File: src/rtl/spi_pkg.sv
// Shared types and constants for the multi-chip-select SPI master.
package spi_pkg;

  typedef enum logic [1:0] {
    IDLE  = 2'd0,
    SETUP = 2'd1,
    XFER  = 2'd2,
    HOLD  = 2'd3
  } state_t;

  // SPI mode encodings as {cpol, cpha}
  localparam logic [1:0] MODE0 = 2'b00;
  localparam logic [1:0] MODE1 = 2'b01;
  localparam logic [1:0] MODE2 = 2'b10;
  localparam logic [1:0] MODE3 = 2'b11;

  localparam int unsigned DEF_DIV_W = 16;

endpackage

File: src/rtl/spi_clk_gen.sv
// SCLK half-period timer: one-cycle tick every div cycles while enabled.
module spi_clk_gen #(
  parameter int unsigned DIV_W = 16
) (
  input  logic             clk,
  input  logic             aresetn,
  input  logic             en,
  input  logic [DIV_W-1:0] div,
  output logic             tick_c
);

  logic [DIV_W-1:0] cnt;

  // Down-counter; reloads while disabled and on every tick so the first tick lands div cycles after enable
  always_ff @(posedge clk or negedge aresetn) begin
    if (!aresetn) begin
      cnt <= '0;
    end else if (!en || (cnt == '0)) begin
      cnt <= div - DIV_W'(1);
    end else begin
      cnt <= cnt - DIV_W'(1);
    end
  end

  assign tick_c = en && (cnt == '0);

endmodule

File: src/rtl/spi_master_mc.sv
// SPI master with run-time mode, bit order, SCLK divider and N slave selects.
module spi_master_mc
  import spi_pkg::*;
#(
  parameter int unsigned SPI_MAXLEN = 32,
  parameter int unsigned NUM_CS     = 4,
  parameter int unsigned DIV_W      = DEF_DIV_W,
  localparam int unsigned CS_W      = (NUM_CS > 1) ? $clog2(NUM_CS) : 1,
  localparam int unsigned NW        = $clog2(SPI_MAXLEN) + 1
) (
  input  logic                  clk,
  input  logic                  aresetn,
  input  logic                  start_cmd,
  output logic                  spi_drv_rdy,
  output logic                  done,
  input  logic [NW-1:0]         n_clks,
  input  logic [SPI_MAXLEN-1:0] tx_data,
  output logic [SPI_MAXLEN-1:0] rx_miso,
  input  logic                  cpol,
  input  logic                  cpha,
  input  logic                  lsb_first,
  input  logic [CS_W-1:0]       cs_sel,
  input  logic [DIV_W-1:0]      half_div,
  output logic                  SCLK,
  output logic                  MOSI,
  input  logic                  MISO,
  output logic [NUM_CS-1:0]     SS_N
);

  localparam int unsigned M  = SPI_MAXLEN;
  localparam int unsigned EW = $clog2(2 * SPI_MAXLEN) + 1;
  localparam logic [NW-1:0] MAXN = NW'(SPI_MAXLEN);

  state_t state, state_nx;

  logic [NW-1:0]    n_q;
  logic [DIV_W-1:0] hd_q;
  logic             cpol_q, cpha_q, lsb_q;
  logic [M-1:0]     tx_sr, rx_sr, tx_sr_d, rx_sr_d, rx_miso_d;
  logic [EW-1:0]    edge_q, edge_d, edge_k_c;
  logic             sclk_d, mosi_d, done_d, rdy_d;
  logic [NUM_CS-1:0] ss_n_d;

  logic [NW-1:0]    n_eff_c;
  logic [DIV_W-1:0] hd_eff_c, div_c;
  logic [M-1:0]     aligned_c;
  logic             accept_c, tick_c, edge_c, last_c, lead_c;
  logic             shift_lead_c, sample_c, drive_c;
  logic [1:0]       mode_c;

  function automatic logic head(input logic [M-1:0] sr, input logic lsb);
    return lsb ? sr[0] : sr[M-1];
  endfunction

  function automatic logic [M-1:0] advance(input logic [M-1:0] sr, input logic lsb);
    return lsb ? (sr >> 1) : (sr << 1);
  endfunction

  // Command qualification and argument normalisation
  assign n_eff_c   = (n_clks > MAXN) ? MAXN : n_clks;
  assign hd_eff_c  = (half_div == '0) ? DIV_W'(1) : half_div;
  assign accept_c  = start_cmd && spi_drv_rdy && (n_clks != '0) && (32'(cs_sel) < NUM_CS);
  assign aligned_c = lsb_first ? tx_data : (tx_data << (MAXN - n_eff_c));

  // Edge bookkeeping: edge_k_c is the index of the SCLK edge a tick would produce
  assign div_c        = (state == IDLE) ? hd_eff_c : hd_q;
  assign edge_c       = tick_c && ((state == SETUP) || (state == XFER));
  assign edge_k_c     = edge_q + EW'(1);
  assign last_c       = (edge_k_c == EW'({n_q, 1'b0}));
  assign lead_c       = edge_k_c[0];
  assign mode_c       = {cpol_q, cpha_q};
  assign shift_lead_c = (mode_c == MODE1) || (mode_c == MODE3);
  assign sample_c     = edge_c && (lead_c != shift_lead_c);
  assign drive_c      = edge_c && (shift_lead_c ? lead_c : (!lead_c && !last_c));

  spi_clk_gen #(.DIV_W(DIV_W)) u_clk_gen (
    .clk     (clk),
    .aresetn (aresetn),
    .en      (state != IDLE),
    .div     (div_c),
    .tick_c  (tick_c)
  );

  // State register
  always_ff @(posedge clk or negedge aresetn) begin
    if (!aresetn) state <= IDLE;
    else          state <= state_nx;
  end

  // Next-state logic
  always_comb begin
    state_nx = state;
    case (state)
      IDLE:    if (accept_c)          state_nx = SETUP;
      SETUP:   if (tick_c)            state_nx = XFER;
      XFER:    if (tick_c && last_c)  state_nx = HOLD;
      HOLD:    if (tick_c)            state_nx = IDLE;
      default:                        state_nx = IDLE;
    endcase
  end

  // Next values for the registered outputs and shift registers
  always_comb begin
    tx_sr_d   = tx_sr;
    rx_sr_d   = rx_sr;
    edge_d    = edge_q;
    sclk_d    = SCLK;
    mosi_d    = MOSI;
    ss_n_d    = SS_N;
    done_d    = 1'b0;
    rdy_d     = spi_drv_rdy;
    rx_miso_d = rx_miso;
    case (state)
      IDLE: begin
        sclk_d = cpol;
        mosi_d = 1'b0;
        if (accept_c) begin
          ss_n_d  = ~(NUM_CS'(1) << cs_sel);
          rdy_d   = 1'b0;
          edge_d  = '0;
          rx_sr_d = '0;
          if (cpha) begin
            tx_sr_d = aligned_c;
          end else begin
            mosi_d  = head(aligned_c, lsb_first);
            tx_sr_d = advance(aligned_c, lsb_first);
          end
        end
      end
      SETUP, XFER: begin
        if (edge_c) begin
          sclk_d = ~SCLK;
          edge_d = edge_k_c;
        end
        if (sample_c) begin
          rx_sr_d = lsb_q ? {MISO, rx_sr[M-1:1]} : {rx_sr[M-2:0], MISO};
        end
        if (drive_c) begin
          mosi_d  = head(tx_sr, lsb_q);
          tx_sr_d = advance(tx_sr, lsb_q);
        end
      end
      HOLD: begin
        if (tick_c) begin
          ss_n_d    = '1;
          done_d    = 1'b1;
          rdy_d     = 1'b1;
          mosi_d    = 1'b0;
          rx_miso_d = lsb_q ? (rx_sr >> (MAXN - n_q)) : rx_sr;
        end
      end
      default: ;
    endcase
  end

  // Latch the command arguments at accept
  always_ff @(posedge clk or negedge aresetn) begin
    if (!aresetn) begin
      n_q    <= '0;
      hd_q   <= DIV_W'(1);
      cpol_q <= 1'b0;
      cpha_q <= 1'b0;
      lsb_q  <= 1'b0;
    end else if (accept_c) begin
      n_q    <= n_eff_c;
      hd_q   <= hd_eff_c;
      cpol_q <= cpol;
      cpha_q <= cpha;
      lsb_q  <= lsb_first;
    end
  end

  // Datapath and output registers
  always_ff @(posedge clk or negedge aresetn) begin
    if (!aresetn) begin
      tx_sr       <= '0;
      rx_sr       <= '0;
      edge_q      <= '0;
      SCLK        <= 1'b0;
      MOSI        <= 1'b0;
      SS_N        <= '1;
      done        <= 1'b0;
      spi_drv_rdy <= 1'b1;
      rx_miso     <= '0;
    end else begin
      tx_sr       <= tx_sr_d;
      rx_sr       <= rx_sr_d;
      edge_q      <= edge_d;
      SCLK        <= sclk_d;
      MOSI        <= mosi_d;
      SS_N        <= ss_n_d;
      done        <= done_d;
      spi_drv_rdy <= rdy_d;
      rx_miso     <= rx_miso_d;
    end
  end

endmodule

File: config.mk
export PLATFORM = sky130hd
export DESIGN_NAME = spi_master_mc
export DESIGN_NICKNAME = d
export VERILOG_FILES = /design/src/rtl/spi_pkg.sv /design/src/rtl/spi_clk_gen.sv /design/src/rtl/spi_master_mc.sv
export SDC_FILE = /design/constraint.sdc
export NUM_CORES = 1
export LEC_CHECK = 0
export CORE_MARGIN = 10
export CORE_UTILIZATION = 40
export CTS_CLUSTER_SIZE = 8
export DETAILED_ROUTE_END_ITERATION = 7
export HOLD_SLACK_MARGIN = 0.03
export PLACE_DENSITY = 0.63
export SYNTH_ARGS = -nofsm -noshare
export SYNTH_HDL_FRONTEND = slang
export SYNTH_SLANG_ARGS = --single-unit
File: constraint.sdc
create_clock -name clk -period 3.05 [get_ports clk]
set_input_delay 0.61 -clock clk [delete_from_list [all_inputs] [get_ports clk]]
set_output_delay 0.61 -clock clk [all_outputs]
set_load 0.02 [all_outputs]
==> impl_table.tex <==
\begin{tabular}{lr}
\hline
Metric & Value \\
\hline
\multicolumn{2}{l}{\textbf{Clock network}} \\
Latest clock arrival within the worst-skew pair & 0.45 ns \\
TritonCTS clock tree & yes \\
Hold\_buf cts & 0 \\
Number of clock buffers inserted by TritonCTS & 17 \\
Clock sink count & between 150 and 200 \\
Clock Tree Buf Depth & 2 \\
CTS clock-pin slew for the worst setup and hold paths & 0.07 ns \\
Cell at the root of the clock tree & clkbuf\_16 \\
Number of levels in the clock H-tree & 4 \\
\multicolumn{2}{l}{\textbf{Power and ir drop}} \\
Static power due to leakage & 6.59 nW \\
Fraction of power consumed by sequential logic & 0.264 \\
NetSw & 5.37 mW \\
Switching share of power & 0.453 \\
Peak VDD IR & about 0.49 mV \\
P\_int & about 6.5 mW \\
Power density of the placed cells & 736 mW/mm\^{}2 \\
Share of total power in the clock network & 0.177 \\
Part of the power in combinational logic & 0.560 \\
\multicolumn{2}{l}{\textbf{Floorplan}} \\
Die width & between 150 and 200 microns \\
Initial core utilization & 0.405 \\
Die area & 0.0395 sq mm \\
Placeable core region & 0.0316 sq mm \\
\# IOs & between 100 and 150 \\
Cell row count & 65 \\
Die H & 199 microns \\
\multicolumn{2}{l}{\textbf{Timing}} \\
Number of pins with negative max-slew slack in the final report & 0 \\
Unrepaired setup endpoints after global routing & no \\
Fin Clk Skew & $\sim$0.017 ns \\
Hold\_ws & between 0.08 and 0.09 ns \\
Final cycle utilization of the critical path & 0.952 \\
Achievable clock frequency & 344 MHz \\
Number of failing setup endpoints in the final timing report & 0 \\
Final hold violation count & 0 \\
Worst Max-Slew Pin Slew & 1.06 ns \\
Shortest period the worst path allows & 2.90 ns \\
Worst max-slew margin expressed relative to the limit & 0.289 \\
Worst setup slack after layout & 0.146 ns \\
\multicolumn{2}{l}{\textbf{Yosys}} \\
Summed instance area of the synthesized netlist & about 0.013 sq mm \\
Top post-synthesis cells by count & nand2\_1 (310), dfrtp\_1 (147), o21ai\_0 (126), nor2\_1 (79) \\
Dominant combinational cell family by area after synthesis & compound AO/OA/AOI/OAI gates \\
Cell with the most instances after synthesis & nand2\_1 \\
Main synth FF type & dfrtp\_1 \\
Complex-gate fraction of the synthesized area & 0.213 \\
Cell type with the highest aggregate area in the netlist & dfrtp\_1 \\
Syn Inst Count & 1,500 \\
Number of flops mapped to enable cells by yosys & 0 \\
Adder-cell share of the synthesized area & 0.00783 \\
Synth warnings & 0 \\
Number of storage elements in the synthesis netlist & 153 \\
Biggest area contributors in the synthesized netlist & dfrtp\_1 (29\%), nand2\_1 (9.1\%), mux4\_2 (8.8\%), mux2i\_1 (5.9\%), o21ai\_0 (4.9\%) \\
Number of distinct library cells after synthesis & approximately 100 \\
Fraction of synthesized cell area in xor and xnor cells & 0.0258 \\
Share of the synthesized area in the top cell type & 0.288 \\
Post-Synthesis Mean Instance Area & 8.53 sq um \\
Synth async-reset ratio & 1.00 \\
Synth Area in Simple Gates & 0.202 \\
Share of cell area taken by muxes after synthesis & 0.197 \\
Fraction of the yosys area taken by sequential cells & 0.300 \\
Synth Net Count & 1,571 \\
\multicolumn{2}{l}{\textbf{Critical path}} \\
Capturing element type of the critical path & flop \\
Required time of the critical path & 3.38 ns \\
Type of the worst setup path & primary input to flop \\
Crit path DAT & 3.23 ns \\
Top fanout value on the critical path & 7 \\
Worst setup SP type & primary input \\
\multicolumn{2}{l}{\textbf{Global route}} \\
Gr usage total & 0.211 \\
Overflow left after global routing & 0 \\
Via count of the first global-routing pass & 11,900 \\
Global-route wire length before repair & 66,900 microns \\
Largest net degree at the start of global routing & 65 \\
Antenna violations before repair & 0 \\
\multicolumn{2}{l}{\textbf{Drt}} \\
Starting DRT DRC Count & 983 \\
DRT antenna net count & 0 \\
Post-Route WL & 41,800 microns \\
Avg WL per Cell & 19.9 microns \\
Number of vias after detailed routing & 12,400 \\
Total DRC errors in the routed layout & 0 \\
Length of the first detailed-routing pass in iterations & 6 \\
Per-cell via count in the routed design & between 5 and 6 \\
\multicolumn{2}{l}{\textbf{Layout}} \\
Diode count & 0 \\
Count of nets after finishing & 1,756 \\
Layout Area Growth over Synthesis & 26.0\% \\
Fraction of final layout cells sized beyond drive strength 1 & 0.238 \\
Footprint of the flip-flops and latches & 0.00384 sq mm \\
Area used by multi-input combinational logic & 0.00853 sq mm \\
Filler instances & 3,022 \\
Core occupancy in the finished layout & 0.511 \\
\multicolumn{2}{l}{\textbf{Placed design}} \\
Number of buffer cells added on primary ports & 102 \\
Post-placement worst setup slack & -0.508 ns \\
Gpl congestion & between 0.9 and 1 \\
Post-detailed-placement half-perimeter wirelength & 31,900 microns \\
\multicolumn{2}{l}{\textbf{Run status}} \\
Result of the run & complete, no violations \\
\multicolumn{2}{l}{\textbf{Worst hold path}} \\
Type of the worst min-delay path & primary input to async pin \\
\multicolumn{2}{l}{\textbf{Flow run}} \\
Max-cap check violation count & 0 \\
\hline
\end{tabular}
==> final timing paths <==
kind                                          endpoint  cells after the start                   startpoint  slack [ns]
min                            rx_miso[26]$_DFFE_PN0P_                      1                      aresetn        0.09
min reg2reg                     rx_miso[1]$_DFFE_PN0P_                      2       rx_miso[1]$_DFFE_PN0P_        0.47
min in group clk                rx_miso[1]$_DFFE_PN0P_                      2       rx_miso[1]$_DFFE_PN0P_        0.47
max                              tx_sr[14]$_DFFE_PN0P_                     13                    n_clks[1]        0.15
max reg2reg                u_clk_gen.cnt[12]$_DFF_PN0_                     10  u_clk_gen.cnt[11]$_DFF_PN0_        0.23
max in group asynchronous          hd_q[0]$_DFFE_PN1P_                      2                      aresetn        2.24
==> power groups by stage <==
| stage | clock [mW] | combinational (mW) | sequential, mW |
|---|---|---|---|
| final | 2.09 | 6.64 | 3.13 |
| after floorplan | 0 | 4.53 | 2.96 |
| after global placement | 0 | 6.34 | 3.13 |
| after CTS | 2.14 | 6.47 | 3.12 |
| after global routing | 2.22 | 7.27 | 3.21 |
| after detailed placement | 0 | 6.44 | 3.14 |
==> critical path, cell delays in order <==
cell and delay, ns:
clkdlybuf4s50_1 0.54, nand2b_4 0.08, ha_4 0.21, xnor2_4 0.20, buf_6 0.13, mux2i_1 0.20
nand4_1 0.24, mux2i_1 0.24, buf_4 0.15, buf_4 0.11, mux4_2 0.22, o21ai_1 0.06
a31o_1 0.22
==> flip-flops by register name, summed over array words and instances (netlist names) <==
name	flops
spi_drv_rdy	1
rx_miso	32
done	1
n_q	6
state	2
u_clk_gen.cnt	16
rx_sr	32
SS_N	4
MOSI	1
SCLK	1
tx_sr	32
lsb_q	1
cpha_q	1
edge_q	7
hd_q	16
==> kinds of logic after synthesis <==
| family | after synthesis |
|---|---|
| multiplexers | 181 |
| AO/OA/AOI/OAI | 411 |
| XOR/XNOR | 36 |
| flip-flops | 153 |
| AND/OR/NAND/NOR | 562 |
| adder cells (fa/ha/maj) | 8 |
| buffers and inverters | 149 |
==> metal layers <==
layer | part of all wire | global-route usage | up-vias
li1 | - | - | 5899
met1 | 0.45 | 0.283 | 5987
met2 | 0.47 | 0.337 | 414
met3 | 0.059 | 0.0351 | 80
met4 | 0.027 | 0.0726 | 0
met5 | 0 | 0 | -
==> layout by cell type (no fill, tap or decap), drive strengths merged, types with 50 or more instances in the layout <==
cell / synthesis / final
nor2: 79 / 79
nand2: 311 / 311
mux2: 54 / 54
dfrtp: 147 / 147
buf: 52 / 186
a21oi: 79 / 79
o21ai: 141 / 141
mux2i: 77 / 77
clkdlybuf4s50: 0 / 98
mux4: 50 / 50
==> cell type report <==
type,count,area share
inverters,29,0.00691
clock buffers,18,0.0273
flip-flops and latches,153,0.238
well taps,402,0.0312
repair buffers,286,0.159
multi-input cells,1198,0.529
clock inverters,14,0.00854
==> metrics by stage <==
step / cells / power (mW) / TNS [ns] / area (sq um)
2_1_floorplan: 1500 / 7.49 / -0.00440 / 12900
3_3_place_gp: 2060 / 9.46 / -10.72 / 15200
3_5_place_dp: 2060 / 9.58 / -12.65 / 15200
4_1_cts: 2092 / 11.7 / 0 / 15900
5_1_grt: 2100 / 12.7 / 0 / 16100
6_report: 2100 / 11.9 / 0 / 16100
==> timing repair <==
item	4_1_cts	5_1_grt
endpoints found under the hold margin	0	0
pin swaps	0	11
resized for setup	6	36
setup endpoints to repair	6	27
buffers inserted	0	8
No activity file was read; power rests on OpenSTA's default activity.
